$ cat src/rtl/instr_burst_server_if.sv
// rtl/instr_burst_server_if.sv - syn/ack/last instruction-transfer bus between fetch initiator and burst server
//
// Purpose: bundles the request/response handshake and the memory load port.
// Signals:
//   s_i_syn    initiator -> server  burst request, held until last seen
//   s_o_instr  server -> initiator  returned instruction word
//   s_o_ack    server -> initiator  word valid this cycle
//   s_o_last   server -> initiator  final word of the burst
//   s_o_busy   server -> initiator  server is in a burst (WAIT/SEND/HOLD)
//   s_i_we     loader -> server     memory write enable
//   s_i_waddr  loader -> server     memory write address
//   s_i_wdata  loader -> server     memory write data
//   s_o_bursts server -> initiator  completed-burst count (INSTR_BURST_SERVER_COUNT_EN only)
// Modports: master (initiator/loader side), slave (server side).

interface instr_burst_server_if #(
  parameter int IWIDTH = 32,
  parameter int AWIDTH = 4
);
  logic              s_i_syn;
  logic [IWIDTH-1:0] s_o_instr;
  logic              s_o_ack;
  logic              s_o_last;
  logic              s_o_busy;
  logic              s_i_we;
  logic [AWIDTH-1:0] s_i_waddr;
  logic [IWIDTH-1:0] s_i_wdata;
`ifdef INSTR_BURST_SERVER_COUNT_EN
  logic [15:0]       s_o_bursts;

  modport master (
    output s_i_syn, s_i_we, s_i_waddr, s_i_wdata,
    input  s_o_instr, s_o_ack, s_o_last, s_o_busy, s_o_bursts
  );

  modport slave (
    input  s_i_syn, s_i_we, s_i_waddr, s_i_wdata,
    output s_o_instr, s_o_ack, s_o_last, s_o_busy, s_o_bursts
  );
`else
  modport master (
    output s_i_syn, s_i_we, s_i_waddr, s_i_wdata,
    input  s_o_instr, s_o_ack, s_o_last, s_o_busy
  );

  modport slave (
    input  s_i_syn, s_i_we, s_i_waddr, s_i_wdata,
    output s_o_instr, s_o_ack, s_o_last, s_o_busy
  );
`endif
endinterface

$ cat src/rtl/instr_burst_server.sv
// rtl/instr_burst_server.sv - responder for syn/ack/last instruction bursts from a loadable memory
//
// Purpose: answers each syn request with BURST consecutive words read from a
// 2**AWIDTH-word memory, one per cycle, the first LATENCY cycles after syn is
// sampled. The read pointer persists across bursts and wraps at DEPTH.
// Ports:
//   s_clk  clock, rising edge
//   s_rst  synchronous active-low reset (memory contents are kept)
//   bus    instr_burst_server_if.slave (syn/instr/ack/last/busy, write port)
// Optional feature: define INSTR_BURST_SERVER_COUNT_EN to add bus.s_o_bursts,
// a saturating 16-bit count of bursts that completed with last.

module instr_burst_server #(
  parameter int IWIDTH  = 32,
  parameter int AWIDTH  = 4,
  parameter int BURST   = 1,
  parameter int LATENCY = 1
) (
  input  logic                 s_clk,
  input  logic                 s_rst,
  instr_burst_server_if.slave  bus
);

  localparam int DEPTH = 2 ** AWIDTH;
  localparam int CW    = AWIDTH + 1;
  localparam int LW    = (LATENCY > 1) ? $clog2(LATENCY) : 1;

  typedef enum logic [1:0] {IDLE, WAIT, SEND, HOLD} state_t;

  logic [IWIDTH-1:0] mem [DEPTH];

  state_t            state_q, state_d;
  logic [LW-1:0]     lat_q, lat_d;
  logic [CW-1:0]     wcnt_q, wcnt_d;
  logic [AWIDTH-1:0] ptr_q, ptr_d;
  logic              ack_d, last_d, load_d;

  logic [IWIDTH-1:0] instr_q;
  logic              ack_q, last_q, busy_q;

  // Write port is independent of the FSM; writes land in any state.
  always_ff @(posedge s_clk) begin
    if (bus.s_i_we) begin
      mem[bus.s_i_waddr] <= bus.s_i_wdata;
    end
  end

  always_comb begin
    state_d = state_q;
    lat_d   = lat_q;
    wcnt_d  = wcnt_q;
    ptr_d   = ptr_q;
    ack_d   = 1'b0;
    last_d  = 1'b0;
    load_d  = 1'b0;
    case (state_q)
      IDLE: begin
        if (bus.s_i_syn) begin
          wcnt_d = '0;
          if (LATENCY == 1) begin
            state_d = SEND;
          end else begin
            state_d = WAIT;
            lat_d   = LW'(LATENCY - 1);
          end
        end
      end
      WAIT: begin
        if (!bus.s_i_syn) begin
          state_d = IDLE;
        end else begin
          // Leaving on the decrement that reaches zero puts the first ack
          // exactly LATENCY edges after syn was first sampled.
          lat_d = lat_q - LW'(1);
          if (lat_q == LW'(1)) begin
            state_d = SEND;
          end
        end
      end
      SEND: begin
        if (!bus.s_i_syn) begin
          state_d = IDLE;
        end else begin
          ack_d  = 1'b1;
          load_d = 1'b1;
          ptr_d  = ptr_q + AWIDTH'(1);
          wcnt_d = wcnt_q + CW'(1);
          if (wcnt_q == CW'(BURST - 1)) begin
            last_d  = 1'b1;
            state_d = HOLD;
          end
        end
      end
      HOLD: begin
        // Stay here until the initiator drops syn so the held level does
        // not start another burst right after last.
        if (!bus.s_i_syn) begin
          state_d = IDLE;
        end
      end
      default: state_d = IDLE;
    endcase
  end

  always_ff @(posedge s_clk) begin
    if (!s_rst) begin
      state_q <= IDLE;
      lat_q   <= '0;
      wcnt_q  <= '0;
      ptr_q   <= '0;
      instr_q <= '0;
      ack_q   <= 1'b0;
      last_q  <= 1'b0;
      busy_q  <= 1'b0;
    end else begin
      state_q <= state_d;
      lat_q   <= lat_d;
      wcnt_q  <= wcnt_d;
      ptr_q   <= ptr_d;
      ack_q   <= ack_d;
      last_q  <= last_d;
      busy_q  <= (state_q != IDLE);
      // Registered read: a same-cycle write to this address shows next time.
      if (load_d) begin
        instr_q <= mem[ptr_q];
      end
    end
  end

  assign bus.s_o_instr = instr_q;
  assign bus.s_o_ack   = ack_q;
  assign bus.s_o_last  = last_q;
  assign bus.s_o_busy  = busy_q;

`ifdef INSTR_BURST_SERVER_COUNT_EN
  logic [15:0] bursts_q;

  always_ff @(posedge s_clk) begin
    if (!s_rst) begin
      bursts_q <= '0;
    end else if (last_d && (bursts_q != 16'hFFFF)) begin
      bursts_q <= bursts_q + 16'd1;
    end
  end

  assign bus.s_o_bursts = bursts_q;
`endif

endmodule

$ cat src/flat_wrapper.sv
// flat-port wrapper written by rule: the top's interface ports become plain ports
module instr_burst_server_flat 
#(
  parameter int IWIDTH  = 32,
  parameter int AWIDTH  = 4,
  parameter int BURST   = 1,
  parameter int LATENCY = 1
)
  (s_clk, s_rst, bus_s_i_syn, bus_s_i_we, bus_s_i_waddr, bus_s_i_wdata, bus_s_o_instr, bus_s_o_ack, bus_s_o_last, bus_s_o_busy);
  instr_burst_server_if #(.IWIDTH(IWIDTH), .AWIDTH(AWIDTH)) bus_i ();
  input  logic s_clk;
  input  logic s_rst;
  input wire logic [$bits(bus_i.s_i_syn)-1:0] bus_s_i_syn;
  input wire logic [$bits(bus_i.s_i_we)-1:0] bus_s_i_we;
  input wire logic [$bits(bus_i.s_i_waddr)-1:0] bus_s_i_waddr;
  input wire logic [$bits(bus_i.s_i_wdata)-1:0] bus_s_i_wdata;
  output wire logic [$bits(bus_i.s_o_instr)-1:0] bus_s_o_instr;
  output wire logic [$bits(bus_i.s_o_ack)-1:0] bus_s_o_ack;
  output wire logic [$bits(bus_i.s_o_last)-1:0] bus_s_o_last;
  output wire logic [$bits(bus_i.s_o_busy)-1:0] bus_s_o_busy;
  assign bus_i.s_i_syn = bus_s_i_syn;
  assign bus_i.s_i_we = bus_s_i_we;
  assign bus_i.s_i_waddr = bus_s_i_waddr;
  assign bus_i.s_i_wdata = bus_s_i_wdata;
  assign bus_s_o_instr = bus_i.s_o_instr;
  assign bus_s_o_ack = bus_i.s_o_ack;
  assign bus_s_o_last = bus_i.s_o_last;
  assign bus_s_o_busy = bus_i.s_o_busy;
  instr_burst_server #(.IWIDTH(IWIDTH), .AWIDTH(AWIDTH), .BURST(BURST), .LATENCY(LATENCY)) u_core (.s_clk(s_clk), .s_rst(s_rst), .bus(bus_i));
endmodule
$ cat config.mk
export PLATFORM = sky130hd
export DESIGN_NAME = instr_burst_server_flat
export DESIGN_NICKNAME = d
export VERILOG_FILES = /design/src/rtl/instr_burst_server_if.sv /design/src/rtl/instr_burst_server.sv /design/src/flat_wrapper.sv
export SDC_FILE = /design/constraint.sdc
export NUM_CORES = 1
export LEC_CHECK = 0
export BUFFER_PORTS_ARGS = -buffer_cell sky130_fd_sc_hd__buf_2
export CORE_UTILIZATION = 50
export DETAILED_ROUTE_END_ITERATION = 6
export PLACE_DENSITY = 0.67
export SLEW_MARGIN = 20
export SYNTH_ARGS = -nofsm -noshare
export SYNTH_HDL_FRONTEND = slang
export SYNTH_SLANG_ARGS = --single-unit
$ cat constraint.sdc
create_clock -name s_clk -period 5.2 [get_ports s_clk]
set_clock_uncertainty 0.05 [all_clocks]
set_input_delay 0.78 -clock s_clk [delete_from_list [all_inputs] [get_ports s_clk]]
set_output_delay 0.78 -clock s_clk [all_outputs]
set_load 0.02 [all_outputs]
==> flow_metrics.py, run 1 <==
metrics = {
    "yosys": {
        "ys.flop_type": "edfxtp_1",
        "yosys.area.top_type": "edfxtp_1",
        "ys_warn_count": 0,
        "yosysTopAreaCellShare_pct": 73.04,
        "yosysSeqAreaShare_pct": 77.51,
        "synthMuxAreaShare_pct": 16.38,
        "synth_cell_types": 36,
        "synth_nets": 1012,
        "synth_area_um2": 21050,
        "synth_most_common_cell": "edfxtp_1",
        "synth_xor_area_share_pct": 0.1248,
        "yosys-top-cells-count": "edfxtp_1, mux4_2, mux2_2, dfxtp_1, nor2_1",
        "synth_top_family_by_area": "multiplexers",
        "synthCells": 969,
        "async_reset_ff_share_pct": 0,
        "synthTopCellsByArea": "edfxtp_1, mux4_2, dfxtp_1",
        "synth_compound_area_share_pct": 2.580,
        "synthAdderAreaFrac_pct": 0.1783,
        "yosys_register_bits": 559,
        "synth-simple-area-share_pct": 1.872,
        "post_synth.cell_area_avg_um2": 21.72,
        "synth_edf_count": 512,
    },
    "worst_setup_path": {
        "startpoint_type": "flip-flop",
        "crit_required_ns": 5.62,
        "end_kind": "flip-flop",
        "rr_endpoint": "u_core.bus.s_o_instr[10]",
        "r2r_slack_ns": 2.52,
        "rr_worst_depth": 4,
        "cp.arrival_ns": 3.10,
        "worst-path-max-fanout": 60,
        "path_class": "reg -> reg",
        "rr_startpoint": "u_core.ptr_q[1]",
    },
    "finish": {
        "fin_nets": 1117,
        "final_cells": 1647,
        "num_antenna_cells": 0,
        "drive_above_1_share_pct": 32.65,
        "area_growth_pct": 13.33,
    },
    "place": {
        "placed_cells": 1550,
        "hpwl_mm": 23.04,
        "port_buffers": 74,
        "gp_congestion": 0.7227,
    },
    "clock_tree": {
        "cts.sinks": 559,
        "insertion_delay_ns": 0.60,
        "postCtsHoldBufs": 0,
        "htreeDepth": 2,
        "cts_buffer_depth": 3,
        "cts_resized": 0,
        "root_buffer": "clkbuf_16",
        "cts_setup_buffers": 0,
        "cts_tree": "built",
        "cts_inserted_buffers": 54,
        "path_clk_slew_ns": 0.06,
    },
    "detailed_routing": {
        "drt_pass1_iterations": 5,
        "drcViolationCount": 0,
        "drtIter0Drc": 993,
        "vias": 9877,
        "post_drt_via_cell_ratio": 5.997,
        "post_drt_wl_per_cell_um": 25.80,
        "postRouteAntennaNets": 0,
        "totalWireLength_mm": 42.49,
    },
    "sta": {
        "hold_ws_ns": 0.4297,
        "finalSetupViolCount": 0,
        "worst-slew-pin-transition_ns": 1.127,
        "drv_slew": 0,
        "slew-limit-headroom_pct": 24.69,
        "finalCriticalPeriod_ns": 2.680,
        "fin_crit_sh_pct": 51.54,
        "hold_violations": 0,
        "rsz0062_at_grt": "no",
        "max_clock_freq_mhz": 373.1,
        "setup_tns_ns": 0,
    },
    "global_route": {
        "track_usage_pct": 20.18,
        "grt_pass1_wl_mm": 63.98,
        "grt_pass1_vias": 10110,
        "grt_max_degree": 61,
        "gr-total-overflow": 0,
        "antenna_found_initial": 1,
    },
    "floorplanning": {
        "die_area_um2": 42920,
        "core_area_um2": 41200,
        "start_util_pct": 51.09,
        "die_h_um": 207.2,
        "num_io_pins": 75,
        "die_x_um": 207.2,
        "row_count": 74,
    },
    "worst_hold_path": {
        "min-delay-start": "u_core.wcnt_q[4]",
        "min_path_cells": 1,
        "hold_path.class": "reg -> reg",
        "min_to": "u_core.wcnt_q[4]",
    },
    "run_status": {
        "status": "complete, no violations",
    },
    "flow_run": {
        "cap_violations": 0,
    },
    "power_and_ir_drop": {
        "vdd_ir_drop_max_mv": 0.2605,
        "p_leak_nw": 7.468,
        "power_density_nw_per_um2": 383.2,
    },
}
power by group:
| part | switching, mW | total, mW | internal, mW | leakage, nW |
|---|---|---|---|---|
| Clock | 1.61 | 3.77 | 2.15 | 0.818 |
| Sequential | 0.0377 | 5.03 | 5.00 | 5.01 |
| Combinational | 0.197 | 0.338 | 0.142 | 1.64 |
metal layers:
metal	routed length [um]	part of all wire, %	global-route usage (%)	up-vias
met5	14	0.033	0	-
met3	2701	6.4	3.517	54
met1	19200	45	30.39	5254
met2	19810	47	30.71	306
met4	764	1.8	5.507	2
li1	-	-	-	4261
how the worst max path moves through the flow:
stage	startpoint	endpoint	slack, ns	depth (start not counted)
6_report	u_core.ptr_q[1]	u_core.bus.s_o_instr[10]	2.52	4
5_1_grt	u_core.ptr_q[0]	u_core.bus.s_o_instr[8]	2.28	5
4_1_cts	u_core.ptr_q[0]	u_core.bus.s_o_instr[8]	2.46	5
3_5_place_dp	bus_s_i_waddr[2]	u_core.mem[2][31]	2.15	4
3_3_place_gp	bus_s_i_waddr[2]	u_core.mem[2][26]	2.21	4
2_1_floorplan	bus_s_i_waddr[2]	u_core.mem[0][0]	1.19	2
area by class of cell:
class                           instances  area [um^2]
Multi-Input combinational cell        358         4568
Fill cell                            2946        17350
Timing Repair Buffer                   98        575.6
Clock inverter                         28        270.3
Inverter                                3        11.26
Sequential cell                       559        16330
Tap cell                              532        665.6
Clock buffer                           69         1438
kinds of logic after synthesis:
kind of cell | Yosys count
XOR/XNOR | 3
flip-flops | 559
multiplexers | 192
AND/OR/NAND/NOR | 80
adder cells (fa/ha/maj) | 3
AO/OA/AOI/OAI | 80
buffers and inverters | 52
per-stage QoR:
| stage | worst slack, ns | util, % | instance area [um^2] | total power, mW |
|---|---|---|---|---|
| finish | 2.520 | 57.90 | 23860 | 9.141 |
| global route | 2.278 | 57.90 | 23860 | 9.403 |
| CTS | 2.459 | 57.90 | 23860 | 9.216 |
| detailed placement | 2.148 | 53.75 | 22150 | 5.474 |
| global placement | 2.211 | 53.75 | 22150 | 5.463 |
| floorplan | 1.190 | - | 21050 | 5.329 |
critical path, stage by stage, from the launching register on:
cell and delay, ns:
dfxtp_4 0.97, buf_4 0.50, mux4_2 0.38, mux2_2 0.28
a221o_1 0.29
layout by cell type (no fill, tap or decap), types with 10 or more instances in the layout:
master / instances
edfxtp_1: 512
mux4_2: 111
buf_2: 74
mux2_2: 58
clkbuf_16: 54
dfxtp_1: 44
o21ai_0: 28
buf_4: 22
mux2i_1: 19
a22oi_1: 19
nor2_1: 16
nor2_4: 13
o22ai_1: 13
nor3_1: 13
a221o_1: 13
clkbuf_1: 12
nand2_1: 10
clkinv_1: 10
registers in the layout, summed over array words and instances, names as in the netlist:
register	count
u_core.mem	512
u_core.bus.s_o_instr	32
u_core.wcnt_q	5
u_core.ptr_q	4
u_core.state_q	2
u_core.bus.s_o_ack	1
u_core.bus.s_o_busy	1
u_core.bus.s_o_last	1
u_core.lat_q	1
Note: power is estimated with default switching activity, not from simulation.
==> run 2, diff against run 1 <==
Settings changed: ABC_AREA set to 1, PLACE_DENSITY 0.67 to 0.69.
Clock period 5.2 ns to 2.2 ns, I/O delays scaled along.
==> run 2 against run 1 <==
  * First-iteration DRC count grew 65%
  * Die area grew 12%
  * Register-to-register slack lost 2.2 ns
  * Worst setup slack lost 2.2 ns
  * Critical endpoint is now u_core.bus.s_o_instr[14]
  * Largest cell class unchanged
==> flow_metrics.py, run 2 <==
metrics = {
    "run_status": {
        "status": "complete, no violations",
    },
    "place": {
        "port_buffers": 74,
        "gp_congestion": 0.7675,
        "place_area_um2": 24870,
        "placed_cells": 2898,
        "hpwl_mm": 29.74,
        "place_ws_ns": 0.3687,
    },
    "finish": {
        "final_common_cell": "nand2_1",
        "num_antenna_cells": 0,
        "final_cell_mix": "nand2_1, edfxtp_1, nand3_1, inv_1, buf_2",
        "design_area_um2": 26510,
        "area_growth_pct": 12.40,
        "largest_reg_flops": 512,
        "largest-register": "u_core.mem",
        "fin_nets": 2394,
        "final_cells": 3003,
        "drive_above_1_share_pct": 9.307,
        "fillers": 3721,
    },
    "worst_setup_path": {
        "rr_worst_depth": 10,
        "crit_path_top_delay_cell": "dfxtp_4",
        "cp_num_buf_inv": 3,
        "startpoint_type": "flip-flop",
        "cp_cell_sequence": "buf_12 -> buf_4 -> nand2_1 -> nand2_1 -> nand2_1 -> nand3_1 -> nand3_1 -> nand3_1 -> nand2_1 -> inv_1",
        "worst_path_most_repeated_cell": "nand2_1",
        "r2r_slack_ns": 0.33,
        "end_kind": "flip-flop",
        "worst-path-max-fanout": 99,
        "slowest_delay_ns": 0.40,
        "crit_required_ns": 2.71,
        "rr_endpoint": "u_core.bus.s_o_instr[14]",
        "crit_family": "buffers and inverters",
        "path_class": "reg -> reg",
        "cp.arrival_ns": 2.37,
        "rr_startpoint": "u_core.ptr_q[0]",
    },
    "clock_tree": {
        "cts_tree": "built",
        "cts.sinks": 559,
        "root_buffer": "clkbuf_16",
        "cts_setup_buffers": 0,
        "path_clk_slew_ns": 0.06,
        "cts_buffer_depth": 3,
        "cts_resized": 0,
        "insertion_delay_ns": 0.61,
        "cts_inserted_buffers": 55,
        "htreeDepth": 2,
    },
    "detailed_routing": {
        "drcViolationCount": 0,
        "post_drt_via_cell_ratio": 5.297,
        "drtIter0Drc": 1641,
        "totalWireLength_mm": 55.35,
        "post_drt_wl_per_cell_um": 18.43,
        "drt_pass1_iterations": 5,
        "postRouteAntennaNets": 0,
        "vias": 15910,
    },
    "floorplanning": {
        "core_area_um2": 46560,
        "die_x_um": 219.2,
        "num_io_pins": 75,
        "start_util_pct": 50.67,
        "die_h_um": 219.2,
        "die_area_um2": 48050,
        "row_count": 79,
    },
    "sta": {
        "fin_crit_sh_pct": 84.79,
        "worst-slew-pin-transition_ns": 0.7210,
        "rsz0062_at_grt": "no",
        "finalCriticalPeriod_ns": 1.865,
        "layout_setup_ws_ns": 0.3347,
        "finalSetupViolCount": 0,
        "drv_slew": 0,
        "hold_violations": 0,
        "setup_tns_ns": 0,
        "max_clock_freq_mhz": 536.1,
        "slew-limit-headroom_pct": 51.93,
    },
    "yosys": {
        "synth_edf_count": 512,
        "yosysSeqAreaShare_pct": 69.17,
        "async_reset_ff_share_pct": 0,
        "yosys_register_bits": 559,
        "ys_warn_count": 0,
        "synth_most_common_cell": "nand2_1",
        "post_synth.cell_area_avg_um2": 10.36,
        "ys.flop_type": "edfxtp_1",
        "synth_nets": 2321,
        "synthCells": 2278,
        "yosysTopAreaCellShare_pct": 65.18,
        "synth_cell_types": 24,
        "synth_area_um2": 23590,
        "yosys-top-cells-count": "nand2_1, edfxtp_1, nand3_1, inv_1, nor2_1",
        "yosys.area.top_type": "edfxtp_1",
        "synthTopCellsByArea": "edfxtp_1, nand2_1, nand3_1",
    },
    "worst_hold_path": {
        "min_path_cells": 1,
        "min-delay-start": "bus_s_i_wdata[21]",
        "min_to": "u_core.mem[3][21]",
        "hold_path.class": "in -> reg",
    },
    "flow_run": {
        "cap_violations": 0,
    },
    "power_and_ir_drop": {
        "vdd_ir_drop_max_mv": 0.5630,
        "power_density_nw_per_um2": 835.4,
        "total_power_mw": 22.15,
        "p_leak_nw": 11.10,
    },
    "global_route": {
        "antenna_found_initial": 1,
        "grt_pass1_wl_mm": 86.10,
        "gr-total-overflow": 0,
        "grt_max_degree": 131,
        "grt_pass1_vias": 15310,
        "track_usage_pct": 23.54,
    },
}
==> run 2: cell count changes after synthesis, sizes merged, moves of 22 or more <==
| cell | change |
|---|---|
| inv | +304 |
| buf | +74 |
| nand2 | +811 |
| nand3 | +359 |
| mux4 | -115 |
| nor2 | +59 |
| mux2 | -58 |
| o21ai | -22 |
==> run 2: final cells by class <==
cell class	count	area (um^2)	share of cell area [%]
sequential	559	16330	61.57
multi-input combinational	1294	5500	20.74
clock buffer	76	1495	5.639
inverter	308	1164	4.389
timing repair buffer	133	1146	4.323
tap	607	759.5	2.864
clock inverter	26	123.9	0.4672
==> run 2: worst register-to-register path, delay by kind of cell, from the launching register on <==
family / cells / cell delay, ns
DFF: 1 / 0.40
and+or+nand+nor: 7 / 0.61
buffers and inverters: 3 / 0.78
==> run 2: layer usage <==
metal,GRT usage [%],vias to the layer above,share of wire [%]
li1,-,7539,-
met1,31.80,7578,41
met2,38.89,686,48
met3,4.241,101,8.6
met4,6.991,2,2.4
met5,0,-,0.014
==> run 2: worst max path at each step <==
stage / startpoint / to / slack [ns] / depth (start not counted)
2_1_floorplan: bus_s_i_waddr[3] / u_core.mem[10][0] / -0.16 / 4
3_3_place_gp: u_core.ptr_q[0] / u_core.bus.s_o_instr[29] / 0.41 / 9
3_5_place_dp: u_core.ptr_q[0] / u_core.bus.s_o_instr[14] / 0.37 / 10
4_1_cts: u_core.ptr_q[0] / u_core.bus.s_o_instr[14] / 0.37 / 10
5_1_grt: u_core.ptr_q[0] / u_core.bus.s_o_instr[14] / 0.20 / 10
6_report: u_core.ptr_q[0] / u_core.bus.s_o_instr[14] / 0.33 / 10
==> run 2: per-stage QoR <==
stage | hold slack, ns | utilization (%)
2_1_floorplan | 0.3789 | -
3_3_place_gp | 0.4058 | 53.41
3_5_place_dp | 0.4332 | 53.41
4_1_cts | 0.005199 | 56.95
5_1_grt | 0.03300 | 56.95
6_report | 0.04043 | 56.95
==> run 2: report_power, final <==
group,internal [mW],leakage (nW),switching (mW)
clock,4.72,0.789,3.84
sequential,11.8,5.01,0.0823
combinational,0.499,5.30,1.16
==> run 2: timing repair <==
action,in CTS,in global routing
hold endpoints to repair,2,0
hold buffers,3,0
setup endpoints to repair,0,0
==> run 2: logic make-up after synthesis <==
kind of cell,Yosys count,share of synthesized area [%]
AO/OA/AOI/OAI,20,0.4668
adder cells (fa/ha/maj),3,0.1591
buffers and inverters,425,8.046
flip-flops,559,69.17
AND/OR/NAND/NOR,1271,22.16
==> run 3, diff against run 2 <==
Clock period 2.2 ns to 1.7 ns, I/O delays scaled along.
==> run 3 against run 2 <==
  * The flow now finishes with violations (DRC)
  * Clock power rose by 39%
  * Sequential share of layout area fell by 1.9 points
  * Worst setup slack lost 0.26 ns
  * Critical path depth down 1
  * Clock-buffer cell count shrank 6
  * Maximum frequency up 15%
  * Critical path type unchanged
==> flow_metrics.py, run 3 (synthesis results as in run 2) <==
metrics = {
    "finish": {
        "multi_input_area_um2": 5500,
        "largest-register": "u_core.mem",
        "fin_nets": 2437,
        "drive_above_1_share_pct": 10.21,
        "final_common_cell": "nand2_1",
        "regArea_um2": 16330,
        "design_area_um2": 27360,
        "largest_reg_flops": 512,
        "final_core_util_pct": 58.77,
        "final_cell_mix": "nand2_1, edfxtp_1, nand3_1, inv_1, buf_2",
        "num_antenna_cells": 0,
        "fillers": 3734,
        "area_growth_pct": 15.99,
    },
    "detailed_routing": {
        "post_drt_wl_per_cell_um": 18.11,
        "postRouteAntennaNets": 0,
        "drt_pass1_iterations": 7,
        "vias": 15950,
        "totalWireLength_mm": 55.14,
        "drtIter0Drc": 1456,
        "drcViolationCount": 1,
        "post_drt_via_cell_ratio": 5.236,
    },
    "place": {
        "place_ws_ns": 0.02124,
        "place_area_um2": 25300,
        "hpwl_mm": 31.79,
        "gp_congestion": 0.8180,
        "port_buffers": 74,
    },
    "clock_tree": {
        "cts.sinks": 559,
        "path_clk_slew_ns": 0.06,
        "htreeDepth": 2,
        "cts_tree": "built",
        "cts_inserted_buffers": 55,
        "cts_buffer_depth": 3,
        "root_buffer": "clkbuf_16",
        "insertion_delay_ns": 0.60,
    },
    "floorplanning": {
        "die_x_um": 219.2,
        "num_io_pins": 75,
        "die_area_um2": 48050,
        "die_h_um": 219.2,
        "core_area_um2": 46560,
        "row_count": 79,
        "start_util_pct": 50.67,
    },
    "global_route": {
        "track_usage_pct": 23.68,
        "gr-total-overflow": 0,
        "antenna_found_initial": 0,
        "grt_pass1_vias": 15920,
        "grt_pass1_wl_mm": 86.97,
        "grt_max_degree": 94,
    },
    "worst_hold_path": {
        "hold_path.class": "in -> reg",
    },
    "sta": {
        "hold_violations": 0,
        "finalSetupViolCount": 0,
        "fin_crit_sh_pct": 95.77,
        "finalCriticalPeriod_ns": 1.628,
        "drv_slew": 0,
        "layout_setup_ws_ns": 0.07187,
        "rsz0062_at_grt": "yes",
        "max_clock_freq_mhz": 614.2,
        "setup_tns_ns": 0,
        "slew-limit-headroom_pct": 66.73,
        "worst-slew-pin-transition_ns": 0.4991,
    },
    "flow_run": {
        "cap_violations": 0,
    },
    "power_and_ir_drop": {
        "vdd_ir_drop_max_mv": 0.8786,
        "p_leak_nw": 11.46,
        "power_density_nw_per_um2": 1081,
        "total_power_mw": 29.57,
    },
    "worst_setup_path": {
        "worst-path-max-fanout": 50,
        "startpoint_type": "flip-flop",
        "cp.arrival_ns": 2.07,
        "crit_required_ns": 2.14,
        "end_kind": "flip-flop",
        "path_class": "reg -> reg",
    },
    "run_status": {
        "violations": "DRC",
        "status": "finished with violations",
    },
}
==> run 3: final cells by class <==
cell class	count	share of cell area, %
clock buffers	70	5.309
clock inverters	31	1.056
inverters	308	4.262
multi-input cells	1294	20.10
flip-flops and latches	559	59.67
well taps	607	2.776
repair buffers	176	6.827
==> run 3: repair_timing <==
item / in CTS / in global routing
setup buffers: 0 / 0
endpoints found under the setup margin: 0 / 14
endpoints found under the hold margin: 440 / 0
resized for setup: 0 / 2
hold buffers: 31 / 0
==> run 3: final timing paths <==
kind / startpoint / end / slack (ns) / cells past startpoint
worst max-delay path: u_core.ptr_q[0] / u_core.bus.s_o_instr[28] / 0.07 / 9
worst min-delay path: bus_s_i_wdata[30] / u_core.mem[5][30] / 0.03 / 1
worst max register to register: u_core.ptr_q[0] / u_core.bus.s_o_instr[28] / 0.07 / 9
worst min register to register: u_core.lat_q / u_core.lat_q / 0.43 / 2
==> run 3: power breakdown <==
group	total, mW	leakage, nW	internal, mW	switching (mW)
Combinational	2.28	5.58	0.736	1.54
Clock	11.9	0.863	6.79	5.07
Sequential	15.4	5.01	15.3	0.106
==> run 3: metrics by stage <==
| stage | cells | hold WS [ns] |
|---|---|---|
| floorplan | 2278 | 0.3039 |
| global placement | 2913 | 0.4044 |
| detailed placement | 2913 | 0.4217 |
| CTS | 3045 | 0.001272 |
| global route | 3045 | 0.004082 |
| finish | 3045 | 0.02931 |
==> run 3: metal layers <==
| layer | track usage (%) | share of wire, % | vias up |
|---|---|---|---|
| li1 | - | - | 7636 |
| met1 | 32.40 | 44 | 7672 |
| met2 | 38.96 | 47 | 536 |
| met3 | 3.410 | 6.8 | 101 |
| met4 | 7.708 | 2.3 | 0 |
| met5 | 0 | 0 | - |
==> run 3: critical path, stage by stage (launching register included) <==
cell and delay (ns):
dfxtp_4 0.42, buf_4 0.17, buf_12 0.24, nand2_1 0.09, nand3_1 0.08, nand3_1 0.08
nand3_1 0.13, nand3_1 0.13, nand2_1 0.09, inv_1 0.03
